===== config.mk =====
export PLATFORM = sky130hd
export DESIGN_NAME = pla_rd84_frame_acc
export DESIGN_NICKNAME = d
export VERILOG_FILES = /design/src/rtl/pla_rd84_pkg.sv /design/src/rtl/pla_rd84_popcount.sv /design/src/rtl/pla_rd84_frame_acc.sv
export SDC_FILE = /design/constraint.sdc
export NUM_CORES = 1
export LEC_CHECK = 0
export ABC_AREA = 1
export BUFFER_PORTS_ARGS = -buffer_cell sky130_fd_sc_hd__clkbuf_2
export CAP_MARGIN = 15
export CORE_MARGIN = 2
export CORE_UTILIZATION = 40
export DETAILED_ROUTE_END_ITERATION = 10
export MAX_ROUTING_LAYER = met4
export PLACE_DENSITY = 0.66
export SYNTH_ARGS = -nofsm -noshare
export SYNTH_HDL_FRONTEND = slang
export SYNTH_SLANG_ARGS = --single-unit

===== constraint.sdc =====
create_clock -name clk -period 2.6 [get_ports clk]
set_clock_uncertainty 0.05 [all_clocks]
set_input_delay 0.13 -clock clk [delete_from_list [all_inputs] [get_ports clk]]
set_output_delay 0.13 -clock clk [all_outputs]
set_load 0.005 [all_outputs]

===== src/rtl/pla_rd84_pkg.sv =====
// Shared types and sizing helpers for the frame popcount accumulator.
package pla_rd84_pkg;

  // Frame controller states.
  typedef enum logic [1:0] {
    ACCUM = 2'd0,
    DRAIN = 2'd1,
    HOLD  = 2'd2
  } state_t;

  // Width of a single word weight (0..8 needs 4 bits).
  localparam int WEIGHT_W = 4;

  // Accumulator width large enough for 8*frame_len set bits.
  function automatic int calc_acc_w(input int frame_len);
    return $clog2(8 * frame_len + 1);
  endfunction

endpackage


===== src/rtl/pla_rd84_popcount.sv =====
// Combinational set-bit counter for one 8-bit word.
module pla_rd84_popcount
  import pla_rd84_pkg::*;
(
  input  logic [7:0]          i_data,
  output logic [WEIGHT_W-1:0] o_weight
);

  // Sum the individual bits of the word.
  always_comb begin
    o_weight = '0;
    for (int i = 0; i < 8; i++) begin
      o_weight = o_weight + {{(WEIGHT_W-1){1'b0}}, i_data[i]};
    end
  end

endmodule


===== src/rtl/pla_rd84_frame_acc.sv =====
// Frame accumulator: sums popcounts of FRAME_LEN accepted words and
// presents sum, max word weight and a threshold flag.
//
// Handshakes: a transfer happens on a rising edge where valid and ready
// are both 1. in_ready depends only on the state register; out_valid is
// held with stable data until out_ready is seen.
module pla_rd84_frame_acc
  import pla_rd84_pkg::*;
#(
  parameter  int FRAME_LEN = 16,
  parameter  int THRESH    = 64,
  localparam int ACC_W     = calc_acc_w(FRAME_LEN)
) (
  input  logic                clk,
  input  logic                rst,
  input  logic                in_valid,
  output logic                in_ready,
  input  logic [7:0]          in_data,
  output logic                out_valid,
  input  logic                out_ready,
  output logic [ACC_W-1:0]    out_sum,
  output logic [WEIGHT_W-1:0] out_max,
  output logic                out_over,
  output state_t              dbg_state
);

  localparam int CNT_W = $clog2(FRAME_LEN);
  localparam logic [CNT_W-1:0] LAST_IDX = CNT_W'(FRAME_LEN - 1);

  state_t              r_state;
  state_t              w_next;
  logic [CNT_W-1:0]    r_cnt;
  logic                r_drain_wait;
  logic [WEIGHT_W-1:0] r_w1;
  logic                r_v1;
  logic [ACC_W-1:0]    r_acc;
  logic [WEIGHT_W-1:0] r_max_run;
  logic [ACC_W-1:0]    r_sum;
  logic [WEIGHT_W-1:0] r_max;
  logic                r_over;

  logic [WEIGHT_W-1:0] w_weight;
  logic                w_accept;
  logic                w_load;
  logic                w_clear;
  logic                w_over;

  pla_rd84_popcount u_popcount (
    .i_data   (in_data),
    .o_weight (w_weight)
  );

  assign w_over = (32'(r_acc) >= 32'(THRESH));

  // Next-state and handshake decode.
  always_comb begin
    w_next    = r_state;
    in_ready  = 1'b0;
    out_valid = 1'b0;
    w_accept  = 1'b0;
    w_load    = 1'b0;
    w_clear   = 1'b0;
    case (r_state)
      ACCUM: begin
        in_ready = 1'b1;
        w_accept = in_valid;
        if (in_valid && (r_cnt == LAST_IDX)) w_next = DRAIN;
      end
      DRAIN: begin
        // Second DRAIN cycle: the last weight is already in r_acc.
        if (r_drain_wait) begin
          w_load = 1'b1;
          w_next = HOLD;
        end
      end
      HOLD: begin
        out_valid = 1'b1;
        if (out_ready) begin
          w_clear = 1'b1;
          w_next  = ACCUM;
        end
      end
      default: w_next = ACCUM;
    endcase
  end

  // State register and DRAIN sub-step flag.
  always_ff @(posedge clk) begin
    if (rst) begin
      r_state      <= ACCUM;
      r_drain_wait <= 1'b0;
    end else begin
      r_state      <= w_next;
      r_drain_wait <= (r_state == DRAIN) && !r_drain_wait;
    end
  end

  // Word counter within the frame; holds at the last index until cleared.
  always_ff @(posedge clk) begin
    if (rst || w_clear) begin
      r_cnt <= '0;
    end else if (w_accept && (r_cnt != LAST_IDX)) begin
      r_cnt <= r_cnt + 1'b1;
    end
  end

  // Stage 1: register the weight of the accepted word.
  always_ff @(posedge clk) begin
    if (rst) begin
      r_w1 <= '0;
      r_v1 <= 1'b0;
    end else begin
      r_w1 <= w_weight;
      r_v1 <= w_accept;
    end
  end

  // Stage 2: accumulate weight and track running maximum.
  always_ff @(posedge clk) begin
    if (rst || w_clear) begin
      r_acc     <= '0;
      r_max_run <= '0;
    end else if (r_v1) begin
      r_acc <= r_acc + ACC_W'(r_w1);
      if (r_w1 > r_max_run) r_max_run <= r_w1;
    end
  end

  // Result registers, loaded once per frame and held through HOLD.
  always_ff @(posedge clk) begin
    if (rst) begin
      r_sum  <= '0;
      r_max  <= '0;
      r_over <= 1'b0;
    end else if (w_load) begin
      r_sum  <= r_acc;
      r_max  <= r_max_run;
      r_over <= w_over;
    end
  end

  assign out_sum   = r_sum;
  assign out_max   = r_max;
  assign out_over  = r_over;
  assign dbg_state = r_state;

endmodule


---- Yosys cells after proc, flatten, opt, wreduce, memory -nomap -nowiden ----
Cells that the tools add are included.
W data, S select, Z words.
storage, ports and cells
  flip-flop bits (word level) ............. 37
  input bits .............................. 12
  logic and storage cells ................. 47
cells by class
  add/sub/neg operators ................... 9
  magnitude comparators ................... 2
  equal/unequal tests ..................... 7
  muxes and demuxes ....................... 11
  reduce and logical (&&, ||, !) cells .... 8
operators by type and width
  operator               number
  $add A4 B1 Y4          6
  $add A8 B4 Y8          1
  $ge A8 B7 Y1 const B   1
  $mux W1                7
  $mux W2                3
  $ne A2 B2 Y1 const B   3
  $pmux W2 S3            1
  $add A4 B1 Y4 const B  1
  $eq A4 B4 Y1 const B   1
  $gt A4 B4 Y1           1
  $ne A4 B4 Y1 const B   1
  $logic_and A1 B1 Y1    3
  $reduce_and A3 Y1      1
  $add A1 B1 Y2          1
  $eq A2 B1 Y1 const B   1
  $eq A2 B2 Y1 const B   1
  $logic_not A2 Y1       1
  $reduce_and A2 Y1      1
  $logic_not A1 Y1       1
  $logic_or A1 B1 Y1     1

---- Depth between registers and ports, before layout ----
  depth after elaboration ................. 7
  depth in mapped cells ................... 9
  gate-level depth less buffers ........... 9

---- Hierarchy ----
Synthesis repeated with hierarchy kept, for this count alone.
unflattened totals
  cells, all modules ...................... 244
  area, all modules ....................... 1846.8 um^2
by module, submodules not included
  module              instances  cells each  area an instance (um^2)
  pla_rd84_frame_acc  1          215         1645.3
  pla_rd84_popcount   1          29          201.4

---- Worst setup path before layout ----
Ideal clock, no wire load.
  kind .................................... in2reg
  from .................................... input in_data[0]
  to ...................................... register r_w1[2]
  library setup time ...................... 0.128 ns
  data arrival time ....................... 2.275 ns
  slack ................................... 0.147 ns
  stages on the path ...................... 8
  path buffers ............................ 0
  cell sequence ........................... ha_1 inv_1 fa_1 fa_1 fa_1 fa_1 xor2_1 nor2_1
between the ends
  word-level cells in the longest chain between the ends .. 7
RTL lines
  element                     RTL line                   RTL
  start: declaration          pla_rd84_frame_acc.sv:18   input logic [7:0] in_data,
  $add A1 B1 Y2               pla_rd84_popcount.sv:13    o_weight = o_weight + {{(WEIGHT_W-1){1'b0}}, i_data[i]};
  $add A4 B1 Y4 (6 in a row)  pla_rd84_popcount.sv:13
  end signal: assignment      pla_rd84_frame_acc.sv:113  r_w1 <= w_weight;
  end: declaration            pla_rd84_frame_acc.sv:34   logic [WEIGHT_W-1:0] r_w1;
No other way between the ends.
A chain may end at the register's enable or synchronous reset.

---- Final worst setup path ----
  from .................................... input in_data[1]
  to ...................................... register r_w1[2]
Same word-level chain as after synthesis.

==> results.json <==
{
  "layout-drive-gt1-share_pct": 17.3,
  "wl_um": 3340,
  "worstPathMaxFanout": 2,
  "htreeDepth": 2,
  "yosysTopAreaCell": "dfxtp_1",
  "rrSetupSlack_ns": 0.81,
  "synth.area.top_cells": "dfxtp_1 (41%), nand2_1 (9.6%), ha_1 (8.4%), a21oi_1 (8.1%), inv_1 (7.7%)",
  "min_period_ns": 2.33,
  "clockBufferDepth": 2,
  "synth_cells": 233,
  "hp-class": "primary input to register",
  "mostFrequentLayoutCell": "nand2_1",
  "fin_nets": 294,
  "io_buffers": 28,
  "synth_top_area_share_pct": 41.2,
  "drtIter0Drc": 59,
  "num_rows": 24,
  "stdcell_area_um2": 2070,
  "synth_area_per_cell_um2": 7.71,
  "critPathLaunchType": "primary input",
  "first_global_vias": 1410,
  "yosys_warnings": 0,
  "cts_hold_buffers": 0,
  "status": "finished, final reports clean",
  "dp_hpwl_um": 2570,
  "ir_worst_vdd_mv": 0.249,
  "postCtsSetupBuffers": 0,
  "setup_viol": 0,
  "via_count": 1519,
  "antenna_found_initial": 0,
  "yosysUniqueCellTypes": 26,
  "core_um2": 4350,
  "insertion_delay_ns": 0.28,
  "postCtsResizedCells": 0,
  "ys_ff_latch": 37,
  "ant_nets": 0,
  "viasPerCell": 4.78,
  "tightestPinTransition_ns": 0.563,
  "p_leak_nw": 0.948,
  "final_cell_mix": "nand2_1 (46), inv_1 (37), dfxtp_1 (37), a21oi_1 (29), clkbuf_2 (28)",
  "whs_ns": 0.0659,
  "dieHeight_um": 71.0,
  "drv_cap": 0,
  "rsz0062_at_grt": "no",
  "nFillCells": 451,
  "grt_usage_pct": 15.5,
  "globalplace.congestion": 0.841,
  "synth_fp_nets": 262,
  "start_util_pct": 41.3,
  "netlist_area_um2": 1800,
  "cts_num_sinks": 37,
  "route.detailed.drc": 0,
  "clock.fmax_mhz": 430,
  "drt_pass1_iterations": 4,
  "placed_area_um2": 1980,
  "die-area_um2": 5040,
  "areaGrowthSynthToFinish_pct": 15.0,
  "drt-wirelength-per-cell_um": 10.5,
  "grt_max_degree": 18,
  "cts_buffers": 5,
  "final_max_slew_viol_count": 0,
  "cp.required_ns": 2.71,
  "multi_input_area_um2": 886,
  "die_w_um": 71.0,
  "power.density_nw_per_um2": 612,
  "regArea_um2": 741,
  "cts.clk_slew.worst_paths_ns": 0.07,
  "overflow": 0,
  "ys_seq_area_share_pct": 41.2,
  "worst_ep_arrival_time_ns": 2.44,
  "diodes": 0,
  "clockRootBuffer": "clkbuf_8",
  "critical_path_class": "primary input to register",
  "endpoint_kind": "register",
  "slew_headroom_pct": 62.5,
  "ioPinCount": 29,
  "grt_pass1_wl_um": 6010,
  "cts_tree": "done",
  "hold_viol": 0,
  "fin_crit_sh_pct": 89.4
}
metal layers:
layer | routed length, um | track usage (%)
met1 | 1670 | 18.7
met2 | 1500 | 25.3
met3 | 115 | 2.99
met4 | 48 | 6.29
met5 | 0 | -
synthesized netlist by cell type:
master and count:
or2_2 1, clkbuf_1 2, nand2_2 3, inv_2 2, a31oi_1 2, buf_6 1, nor2_4 1, o21ai_1 1
dfxtp_1 37, inv_1 37, clkinv_2 1, a21oi_1 29, o211ai_1 1, nor3_1 1, nor2_2 2, or2_0 1
a21oi_2 1, nand2_1 46, nand3_1 11, xor2_1 2, fa_1 5, ha_1 12, nor2_1 20, o21ai_0 11
nand3b_1 2, nand4_1 1
final cells by class:
cell class                 count  share of cell area [%]
sequential                    37                    35.9
inverter                      40                    7.33
tap                           52                    3.15
clock inverter                 2                   0.485
timing repair buffer          28                    6.78
multi-input combinational    153                    42.9
clock buffer                   6                    3.51
registers in the layout, indices dropped and copies added (netlist names), 2 cells and up:
| name | count |
|---|---|
| out_max | 4 |
| r_acc | 8 |
| r_max_run | 4 |
| r_cnt | 4 |
| dbg_state | 2 |
| out_sum | 8 |
| r_w1 | 4 |
where the power goes:
part	internal (mW)	leakage, nW	total (mW)	switching [mW]
clock	0.185	0.0450	0.372	0.187
sequential	0.602	0.301	0.631	0.0293
combinational	0.102	0.603	0.260	0.158
total	0.890	0.948	1.26	0.374
through the flow:
step | worst slack (ns) | instances | utilization (%) | TNS [ns] | power [mW]
final | 0.274 | 318 | 47.4 | 0 | 1.26
after global routing | 0.171 | 318 | 47.4 | 0 | 1.36
after detailed placement | -0.0315 | 310 | 45.5 | -0.0315 | 0.905
after CTS | 0.270 | 318 | 47.4 | 0 | 1.28
after global placement | 0.0152 | 310 | 45.5 | 0 | 0.894
after floorplan | 0.147 | 233 | - | 0 | 0.842
path summary, 6_finish.rpt:
path | from | to | cells past startpoint
min reg2reg | out_sum[7] | out_sum[7] | 2
max reg2reg | r_acc[0] | r_acc[6] | 7
min | out_ready | dbg_state[1] | 4
max | in_data[1] | r_w1[2] | 9
worst max-delay path, cell delays in order:
cell and delay (ns):
clkbuf_2 0.09, ha_1 0.27, inv_1 0.05, fa_1 0.49, fa_1 0.43, fa_1 0.42, fa_1 0.39, xor2_1 0.14
nor2_1 0.05
logic make-up after synthesis:
kind of cell / after synthesis / share of synthesized area [%]
compound gates: 45 / 13.0
simple gates: 89 / 21.4
buf+inv: 43 / 9.47
fa+ha+maj: 17 / 13.9
xor+xnor: 2 / 0.975
flops: 37 / 41.2
No activity file was read; power rests on OpenSTA's default activity.
